[src/rtl/mult_issue_arbiter.sv]
// Issue arbiter sharing the FP multiply/descale pipeline among NUM_REQ requesters, with result routing and flush/drain.
// Optional MULT_ARB_PRIO0_EN: requester 0 gets fixed top priority; the others round-robin behind it.
module mult_issue_arbiter #(
  parameter int NUM_REQ  = 4,
  parameter int PIPE_LAT = 4
) (
  input  logic                  clock,
  input  logic                  reset_n,
  input  logic [NUM_REQ-1:0]    req_valid,
  input  logic [NUM_REQ*33-1:0] req_a,
  input  logic [NUM_REQ*33-1:0] req_b,
  input  logic [NUM_REQ*32-1:0] req_z,
  input  logic [NUM_REQ-1:0]    req_scale_valid,
  output logic [NUM_REQ-1:0]    req_ready,
  input  logic                  flush,
  output logic [32:0]           issue_a,
  output logic [32:0]           issue_b,
  output logic [31:0]           issue_z,
  output logic                  issue_scale_valid,
  output logic                  issue_idle,
  output logic [7:0]            issue_tag,
  output logic [NUM_REQ-1:0]    res_valid,
  output logic [7:0]            res_tag,
  output logic                  busy
);
  typedef enum logic [1:0] {IDLE = 2'd0, RUN = 2'd1, DRAIN = 2'd2} state_t;

  state_t             state_r, state_next_s;
  logic [1:0]         rr_ptr_r, rr_ptr_next_s;
  logic [5:0]         seq_r [NUM_REQ];
  logic               grant_s, inflight_s, seq_clr_s;
  logic [1:0]         grant_id_s;
  int                 best_s, dist_s, ptr_s;
  logic [32:0]        sel_a_s, sel_b_s;
  logic [31:0]        sel_z_s;
  logic               sel_sv_s;
  logic [5:0]         sel_seq_s;
  logic [NUM_REQ-1:0] issue_hot_s;
  logic [NUM_REQ-1:0] sr_hot_r [PIPE_LAT];
  logic [7:0]         sr_tag_r [PIPE_LAT];

  // Pick the closest valid requester at or after the rr pointer; nothing while flushing or draining.
  always_comb begin
    grant_s       = 1'b0;
    grant_id_s    = 2'd0;
    best_s        = NUM_REQ;
    dist_s        = 0;
    ptr_s         = int'(rr_ptr_r);
    rr_ptr_next_s = rr_ptr_r;
    if (state_r != DRAIN && !flush) begin
`ifdef MULT_ARB_PRIO0_EN
      if (ptr_s == 0) begin
        ptr_s = 1;
      end else begin
        ptr_s = ptr_s;
      end
      for (int i = 1; i < NUM_REQ; i++) begin
        dist_s = (i >= ptr_s) ? (i - ptr_s) : (i - ptr_s + NUM_REQ - 1);
        if (req_valid[i] && dist_s < best_s) begin
          best_s     = dist_s;
          grant_s    = 1'b1;
          grant_id_s = 2'(i);
        end else begin
          best_s = best_s;
        end
      end
      if (req_valid[0]) begin
        grant_s    = 1'b1;
        grant_id_s = 2'd0;
      end else begin
        grant_s = grant_s;
      end
      // Grants to requester 0 leave the pointer alone so it never points at 0.
      if (grant_s && grant_id_s != 2'd0) begin
        rr_ptr_next_s = (int'(grant_id_s) == NUM_REQ - 1) ? 2'd1 : grant_id_s + 2'd1;
      end else begin
        rr_ptr_next_s = rr_ptr_r;
      end
`else
      for (int i = 0; i < NUM_REQ; i++) begin
        dist_s = (i >= ptr_s) ? (i - ptr_s) : (i - ptr_s + NUM_REQ);
        if (req_valid[i] && dist_s < best_s) begin
          best_s     = dist_s;
          grant_s    = 1'b1;
          grant_id_s = 2'(i);
        end else begin
          best_s = best_s;
        end
      end
      if (grant_s) begin
        rr_ptr_next_s = 2'((int'(grant_id_s) + 1) % NUM_REQ);
      end else begin
        rr_ptr_next_s = rr_ptr_r;
      end
`endif
    end else begin
      grant_s = 1'b0;
    end
    req_ready = NUM_REQ'(grant_s) << grant_id_s;
  end

  // Operand mux for the granted requester.
  always_comb begin
    sel_a_s   = 33'd0;
    sel_b_s   = 33'd0;
    sel_z_s   = 32'd0;
    sel_sv_s  = 1'b0;
    sel_seq_s = 6'd0;
    for (int i = 0; i < NUM_REQ; i++) begin
      sel_a_s   = sel_a_s   | (req_a[i*33 +: 33] & {33{grant_id_s == 2'(i)}});
      sel_b_s   = sel_b_s   | (req_b[i*33 +: 33] & {33{grant_id_s == 2'(i)}});
      sel_z_s   = sel_z_s   | (req_z[i*32 +: 32] & {32{grant_id_s == 2'(i)}});
      sel_sv_s  = sel_sv_s  | (req_scale_valid[i] & (grant_id_s == 2'(i)));
      sel_seq_s = sel_seq_s | (seq_r[i] & {6{grant_id_s == 2'(i)}});
    end
  end

  // The op delivering in the last stage this cycle no longer counts as in flight.
  always_comb begin
    inflight_s = !issue_idle;
    for (int s = 0; s < PIPE_LAT - 1; s++) begin
      inflight_s = inflight_s | (|sr_hot_r[s]);
    end
  end

  // Next-state logic; leaving DRAIN restarts every sequence counter.
  always_comb begin
    state_next_s = state_r;
    seq_clr_s    = 1'b0;
    case (state_r)
      IDLE: begin
        if (flush) begin
          state_next_s = DRAIN;
        end else if (grant_s) begin
          state_next_s = RUN;
        end else begin
          state_next_s = IDLE;
        end
      end
      RUN: begin
        if (flush) begin
          state_next_s = DRAIN;
        end else if (!inflight_s && !grant_s) begin
          state_next_s = IDLE;
        end else begin
          state_next_s = RUN;
        end
      end
      DRAIN: begin
        if (!flush && !inflight_s) begin
          state_next_s = IDLE;
          seq_clr_s    = 1'b1;
        end else begin
          state_next_s = DRAIN;
        end
      end
      default: state_next_s = IDLE;
    endcase
  end

  // State, rr pointer, busy and per-requester sequence counters.
  always_ff @(posedge clock or negedge reset_n) begin
    if (!reset_n) begin
      state_r  <= IDLE;
      rr_ptr_r <= 2'd0;
      busy     <= 1'b0;
      for (int i = 0; i < NUM_REQ; i++) seq_r[i] <= 6'd0;
    end else begin
      state_r  <= state_next_s;
      rr_ptr_r <= rr_ptr_next_s;
      busy     <= (state_next_s != IDLE);
      for (int i = 0; i < NUM_REQ; i++) begin
        if (seq_clr_s) begin
          seq_r[i] <= 6'd0;
        end else if (grant_s && grant_id_s == 2'(i)) begin
          seq_r[i] <= seq_r[i] + 6'd1;
        end else begin
          seq_r[i] <= seq_r[i];
        end
      end
    end
  end

  // Issue registers; data holds across bubbles.
  always_ff @(posedge clock or negedge reset_n) begin
    if (!reset_n) begin
      issue_a           <= 33'd0;
      issue_b           <= 33'd0;
      issue_z           <= 32'd0;
      issue_scale_valid <= 1'b0;
      issue_idle        <= 1'b1;
      issue_tag         <= 8'd0;
    end else if (grant_s) begin
      issue_a           <= sel_a_s;
      issue_b           <= sel_b_s;
      issue_z           <= sel_z_s;
      issue_scale_valid <= sel_sv_s;
      issue_idle        <= 1'b0;
      issue_tag         <= {grant_id_s, sel_seq_s};
    end else begin
      issue_idle        <= 1'b1;
    end
  end

  assign issue_hot_s = issue_idle ? '0 : (NUM_REQ'(1) << issue_tag[7:6]);

  // Latency tracker: one-hot owner plus tag, shifted once per cycle.
  always_ff @(posedge clock or negedge reset_n) begin
    if (!reset_n) begin
      for (int s = 0; s < PIPE_LAT; s++) begin
        sr_hot_r[s] <= '0;
        sr_tag_r[s] <= 8'd0;
      end
    end else begin
      sr_hot_r[0] <= issue_hot_s;
      sr_tag_r[0] <= issue_tag;
      for (int s = 1; s < PIPE_LAT; s++) begin
        sr_hot_r[s] <= sr_hot_r[s-1];
        sr_tag_r[s] <= sr_tag_r[s-1];
      end
    end
  end

  assign res_valid = sr_hot_r[PIPE_LAT-1];
  assign res_tag   = sr_tag_r[PIPE_LAT-1];
endmodule

[config.mk]
export PLATFORM = sky130hd
export DESIGN_NAME = mult_issue_arbiter
export DESIGN_NICKNAME = d
export VERILOG_FILES = /design/src/rtl/mult_issue_arbiter.sv
export SDC_FILE = /design/constraint.sdc
export NUM_CORES = 1
export LEC_CHECK = 0
export BUFFER_PORTS_ARGS = -buffer_cell sky130_fd_sc_hd__buf_2
export CAP_MARGIN = 20
export CELL_PAD_IN_SITES_DETAIL_PLACEMENT = 1
export CELL_PAD_IN_SITES_GLOBAL_PLACEMENT = 1
export CORE_MARGIN = 2
export CORE_UTILIZATION = 25
export DETAILED_ROUTE_END_ITERATION = 10
export PLACE_DENSITY = 0.64
export REMOVE_ABC_BUFFERS = 1
export SETUP_SLACK_MARGIN = 0.15
export SYNTH_ARGS = -nofsm -noshare
export SYNTH_HDL_FRONTEND = slang
export SYNTH_SLANG_ARGS = --single-unit
[constraint.sdc]
create_clock -name clock -period 5.3 [get_ports clock]
set_input_delay 0.265 -clock clock [delete_from_list [all_inputs] [get_ports clock]]
set_output_delay 0.265 -clock clock [all_outputs]
set_load 0.02 [all_outputs]
After elaboration in Yosys (flattened, before gate mapping). Cells that the tools add are included.

$add $sub $neg: 12. $lt $le $gt $ge: 7. Equal/unequal tests: 6. Shift operators: 2. Multiplexer cells: 38. Bitwise gates (word level): 38. Reduce and logical (&&, ||, !) cells: 26.

Operators with widths (number): 32-bit two-way mux (9); 33-bit bitwise AND (8); 33-bit bitwise OR (6); 32-bit bitwise AND (4); 32-bit bitwise OR (3); 32-bit less-than comparator (2); 6-bit two-way mux (8); 3-bit by 32-bit less-than comparator with 1-bit output (1); 32-bit by 4-bit less-than comparator with 1-bit output, second input constant (1); 6-bit by 1-bit adder with 6-bit output, second input constant (4); 6-bit bitwise AND (4); 6-bit bitwise OR (3); 3-bit by 4-bit adder with 5-bit output, second input constant (3); 2-bit two-way mux (7); 1-bit two-way mux (12); 4-bit OR reduction (3); 1-bit logical AND (11); 2-bit nonzero test (5); 2-bit equality test, second input constant (3); 1-bit bitwise OR (6); 2-bit one-hot mux with 3 select lines (1); 1-bit by 2-bit subtractor with 3-bit output, first input constant (2); 2-bit by 2-bit subtractor with 3-bit output, first input constant (2); 1-bit bitwise AND (4); other kinds (11) (17).

Register bits: 185. Bits of input ports: 403. Output and inout bits: 125. Logic and storage cells: 150.

Longest topological paths before layout.
Depth after elaboration: 26. Depth in mapped cells: 27. Depth with buffers taken out: 22.

Worst setup path after synthesis. Ideal clock, no wire load.

Path type: register to register. Start: reg rr_ptr_r[1]. End: reg seq_r[4] in the netlist's numbering. Library setup time: 0.078 ns. Arrival time: 5.086 ns. Required time: 5.222 ns. Slack: 0.136 ns. Cell stages (with the launch flop): 24. Buffers on the path: 3. Period minus slack after synthesis: 5.164 ns. Cells stage by stage: dfrtp_1 inv_1 ha_1 and2_1 ha_1 nor4bb_1 o31a_2 nor3_1 a21oi_1 ha_1 o21ai_0 a31o_2 o21ai_4 clkbuf_1 clkbuf_1 o21ai_0 ha_1 nor2b_1 o211a_1 a211oi_2 buf_2 mux2i_2 or4_1 a21oi_1.

Cells in the longest elaborated chain, start to end: 23. Elaborated cells on any way between the ends: 41. Classes of those cells: 7 x add/sub; 7 x order compare; 1 x eq/ne; 20 x mux; 6 x reduce/logical.

Ends and longest elaborated chain: from (decl) (line 29) `logic [1:0] rr_ptr_r, rr_ptr_next_s;`; from (signal assigned) (line 170) `rr_ptr_r <= rr_ptr_next_s;`; 1-bit by 2-bit subtractor with 3-bit output (line 81) `dist_s = (i >= ptr_s) ? (i - ptr_s) : (i - ptr_s + NUM_REQ);`; 3-bit by 4-bit adder with 5-bit output (line 81); 32-bit two-way mux (line 81); 32-bit by 4-bit less-than comparator with 1-bit output (line 82) `if (req_valid[i] && dist_s < best_s) begin`; 1-bit logical AND (line 82); 32-bit two-way mux (line 82); 32-bit two-way mux (line 50) `if (state_r != DRAIN && !flush) begin`; 32-bit less-than comparator (line 82); [6 not listed]; 32-bit two-way mux (line 50); 3-bit by 32-bit less-than comparator with 1-bit output (line 82); 1-bit logical AND (line 82); 2-bit two-way mux (line 82); 2-bit two-way mux (2 in a row) (line 50); 2-bit equality test (line 175) `end else if (grant_s && grant_id_s == 2'(i)) begin`; 1-bit logical AND * (line 175); 2-bit nonzero test (no source line) *; to (signal, indexed assignment) (line 176) `seq_r[i] <= seq_r[i] + 6'd1;`; to (signal, indexed assignment) (line 178) `seq_r[i] <= seq_r[i];`; to (decl) (line 30) `logic [5:0] seq_r [NUM_REQ];`.

Mark *: on every way between the ends. The rest lies on a longest branch, timed or not. The select of a mux whose other input is x is not followed. A chain may end at the register's enable or synchronous reset.

Worst setup path in the final report.
Start: reg rr_ptr_r[1]. End: out req_ready[1].

Cells in the longest elaborated chain, start to end: 21. Elaborated cells on any way between the ends: 39. Classes of those cells: 7 x add/sub; 7 x order compare; 1 x shift; 20 x mux; 4 x reduce/logical.

Ends and longest elaborated chain: 1-bit by 2-bit subtractor with 3-bit output (line 81); 3-bit by 4-bit adder with 5-bit output (line 81); 32-bit two-way mux (line 81); 32-bit by 4-bit less-than comparator with 1-bit output (line 82); 1-bit logical AND (line 82); 32-bit two-way mux (line 82); 32-bit two-way mux (line 50); 32-bit less-than comparator (line 82); [4 not listed]; 1-bit logical AND (line 82); 32-bit two-way mux (line 82); 32-bit two-way mux (line 50); 3-bit by 32-bit less-than comparator with 1-bit output (line 82); 1-bit logical AND (line 82); 1-bit two-way mux or 2-bit two-way mux (tied branches) (line 82); 1-bit two-way mux or 2-bit two-way mux (tied branches) (2 in a row) (line 50); 1-bit by 2-bit left shift with 4-bit output * (line 99) `req_ready = NUM_REQ'(grant_s) << grant_id_s;`; to (decl) (line 14) `output logic [NUM_REQ-1:0] req_ready,`.

Marked as above.

==> metrics.csv <==
stage,metric,value,unit
cts,cts_buffers,17,
timing,fin_crit,5020,ps
cts,cts_buffer_depth,2,
global_route,grt_pass1_wl,74.3,mm
synthesis,synth_area_leaders,"dfrtp_1, a221o_1, o22a_1",
route,vias,11700,
global_route,grt_use_met3,0.0508,
global_route,grt_max_degree,100,
worst_setup_path,rr_endpoint,issue_a[16]$_DFFE_PN0P_,
synthesis,synth_cell_types,53,
synthesis,ys_warn_count,0,
worst_hold_path,hold_path.startpoint,flush,
die,num_rows,74,
synthesis,syn_area_per_cell,9.34,um2
die,start_util,0.255,
place,io_buffers,527,
worst_setup_path,r2r_slack,300,ps
power_and_ir_drop,leakage,0.00657,uW
timing,finClkSkew,19.1,ps
die,dieHeight,209,um
die,dieArea,0.0435,mm2
power_and_ir_drop,ir_worst_vdd,0.334,mV
route,drc_errors,0,
cts,clkSinkCount,185,
synthesis,synth_area_leader_cell,dfrtp_1,
worst_hold_path,hold_path.class,input pin to flop,
worst_hold_path,whs_path_depth,2,
timing,tightest_slew,1090,ps
global_route,track_usage,0.219,
global_route,gr-total-overflow,0,
final_layout,fillers,4908,
worst_setup_path,worstReg2RegStart,rr_ptr_r[1]$_DFFE_PN0P_,
cts,cts_tree,done,
route,via_per_inst,5.51,
timing,setup_viol,0,
synthesis,synth_edf_count,0,
final_layout,layout.nets,1995,
worst_setup_path,crit_path_start_kind,flop,
global_route,grt-busiest-layer,met2,
cts,clk_latency,470,ps
synthesis,ys.flop_type,dfrtp_1,
die,core_area,0.0411,mm2
timing,fmax,199,MHz
timing,final-hold-violation-count,0,
final_layout,multi_input_area,0.00537,mm2
timing,finalCritPeriodShare,0.948,
place,gp_congestion,0.883,
worst_setup_path,cp.required,5040,ps
timing,rsz0062_at_grt,false,
power_and_ir_drop,p_total,9420,uW
worst_setup_path,endpoint_kind,output pin,
worst_hold_path,holdPathEnd,state_r[0]$_DFF_PN0_,
die,io_pins,528,
synthesis,syn_inst,1120,
die,die_w,209,um
worst_setup_path,path_class,flop to output pin,
synthesis,yosysTopAreaCellShare,0.440,
global_route,antenna_found_initial,11,
power_and_ir_drop,p_per_area,650,mW/mm2
final_layout,drive_gt1_frac,0.400,
worst_setup_path,cp.arrival,4760,ps
global_route,grt_use_met1,0.272,
worst_setup_path,r2r_cells,24,
synthesis,synth-seq-area-share,0.443,
synthesis,netlist_area,0.0105,mm2
route,wire_per_inst,23.4,um
route,firstDrtPassIters,5,
global_route,grtUsageMet2,0.377,
cts,htree_levels,4,
route,final_antenna_net_count,0,
timing,final_max_slew_viol_count,0,
cts,cts-root-buf,clkbuf_16,
final_layout,post-route-util,0.353,
place,hpwl,34.3,mm
status,status,"complete, no violations",
synthesis,async_flop_share,1.00,
route,drt-initial-drc-count,798,
global_route,grt_pass1_vias,12000,
worst_setup_path,path_max_fanout,5,
timing,slew_headroom,0.275,
run,maxCapViolCount,0,
synthesis,ys_ff_latch,185,
cts,path_clk_slew,80,ps
final_layout,regArea,0.00463,mm2
route,wirelength,50.0,mm
final_layout,syn2layout_area_growth,38.6,%
timing,holdWs,95.3,ps
## worst max-delay path: stages (launching register included)
cell	delay [ps]
dfrtp_1	380
inv_1	100
ha_2	220
and2_4	170
ha_4	180
nor4bb_2	70
o31a_2	410
nor3_2	150
a21oi_2	60
ha_2	320
o21ai_1	50
a31o_2	270
o21ai_4	190
nand2_1	100
o21ai_1	120
ha_2	320
nor2b_4	150
o211a_1	250
a211oi_4	260
buf_6	150
nor3_4	50
buf_12	170
buf_2	160
## how the worst max path moves through the flow
stage / from / endpoint / slack, ps / cells after the start
2_1_floorplan: rr_ptr_r[1]$_DFFE_PN0P_ / issue_a[0]$_DFFE_PN0P_ / -21880 / 19
3_3_place_gp: rr_ptr_r[0]$_DFFE_PN0P_ / issue_b[17]$_DFFE_PN0P_ / 260 / 23
3_5_place_dp: rr_ptr_r[0]$_DFFE_PN0P_ / issue_b[17]$_DFFE_PN0P_ / 50 / 20
4_1_cts: rr_ptr_r[1]$_DFFE_PN0P_ / req_ready[1] / 150 / 22
5_1_grt: rr_ptr_r[1]$_DFFE_PN0P_ / req_ready[3] / 20 / 22
6_report: rr_ptr_r[1]$_DFFE_PN0P_ / req_ready[1] / 280 / 22
## per-layer routing
layer / wire length (um) / vias up
li1: - / 5281
met1: 20400 / 5968
met2: 25400 / 429
met3: 3160 / 65
met4: 976 / 4
met5: 20 / -
## synthesized netlist by cell type (all sizes together), types with 2 or more instances
cell / n
a21oi: 117
a221o: 104
a31oi: 106
and2: 5
and3: 3
buf: 56
clkbuf: 77
dfrtp: 184
ha: 13
inv: 9
mux2i: 11
nand2: 122
nand2b: 3
nand3: 6
nand4: 6
nor2: 19
nor2b: 3
nor3: 9
nor3b: 4
nor4: 3
nor4b: 6
nor4bb: 2
o21ai: 115
o22a: 104
o311ai: 2
o31ai: 3
o41ai: 2
or3: 2
xnor2: 7
## logic make-up (layout without fill, tap and decap cells)
| logic type | after synthesis | in the layout | share of synthesized area |
|---|---|---|---|
| AO/OA/AOI/OAI | 564 | 564 | 0.378 |
| multiplexers | 12 | 12 | 0.0120 |
| adder cells (fa/ha/maj) | 13 | 13 | 0.0155 |
| other | 0 | 7 | 0 |
| XOR/XNOR | 7 | 7 | 0.00586 |
| flip-flops | 185 | 185 | 0.443 |
| buffers and inverters | 142 | 614 | 0.0601 |
| AND/OR/NAND/NOR | 197 | 197 | 0.0860 |
## cells in the final DEF, fill, tap and decap left out, types with 7 or more instances in the layout
master     synthesis  final
clkbuf_16          0     19
nand2_1          122    122
mux2i_1           10     10
buf_2             38    525
xnor2_1            7      7
buf_4             13     30
buf_12             0      8
a21oi_1          116    115
a221o_1          104    104
inv_1              9      7
o21ai_0          114    112
a31oi_1          105    105
ha_1              13      7
o22a_1           104    104
nor2_1            19     18
dfrtp_1          184    184
diode_2            0      7
## layout make-up
class	count	area share
clock buffers	18	0.0296
diodes	7	0.00121
repair buffers	573	0.219
flip-flops and latches	185	0.319
multi-input cells	793	0.370
inverters	9	0.00233
well taps	532	0.0459
clock inverters	14	0.0121
## stage by stage
| stage | area [um2] | worst slack (ps) | cells | setup TNS, ps |
|---|---|---|---|---|
| 6_report | 14500 | 278 | 2131 | 0 |
| 3_5_place_dp | 13500 | 47.1 | 2076 | 0 |
| 5_1_grt | 14500 | 15.2 | 2131 | 0 |
| 4_1_cts | 14300 | 154 | 2115 | 0 |
| 2_1_floorplan | 9870 | -21880 | 987 | -2598940 |
| 3_3_place_gp | 13500 | 263 | 2076 | 0 |
## timing repair
item	4_1_cts	5_1_grt
setup endpoints to repair	35	118
gates resized for setup	19	18
cloned	1	2
pin swaps	6	9
buffers inserted	5	7
hold buffers	1	0
hold endpoints to repair	81	0
## sequential cells by signal (all words and copies together) (netlist names)
register and count:
issue_idle 1, sr_hot_r 12, issue_a 33, busy 1, sr_tag_r 24, issue_z 32
state_r 2, issue_b 33, issue_tag 8, res_tag 8, issue_scale_valid 1, rr_ptr_r 2
res_valid 4, seq_r 24
## power breakdown
part	switching [uW]	total [uW]	internal (uW)
logic	3500	5690	2190
clock network	682	1360	680
registers	341	2370	2030
No activity file was read; power rests on OpenSTA's default activity.
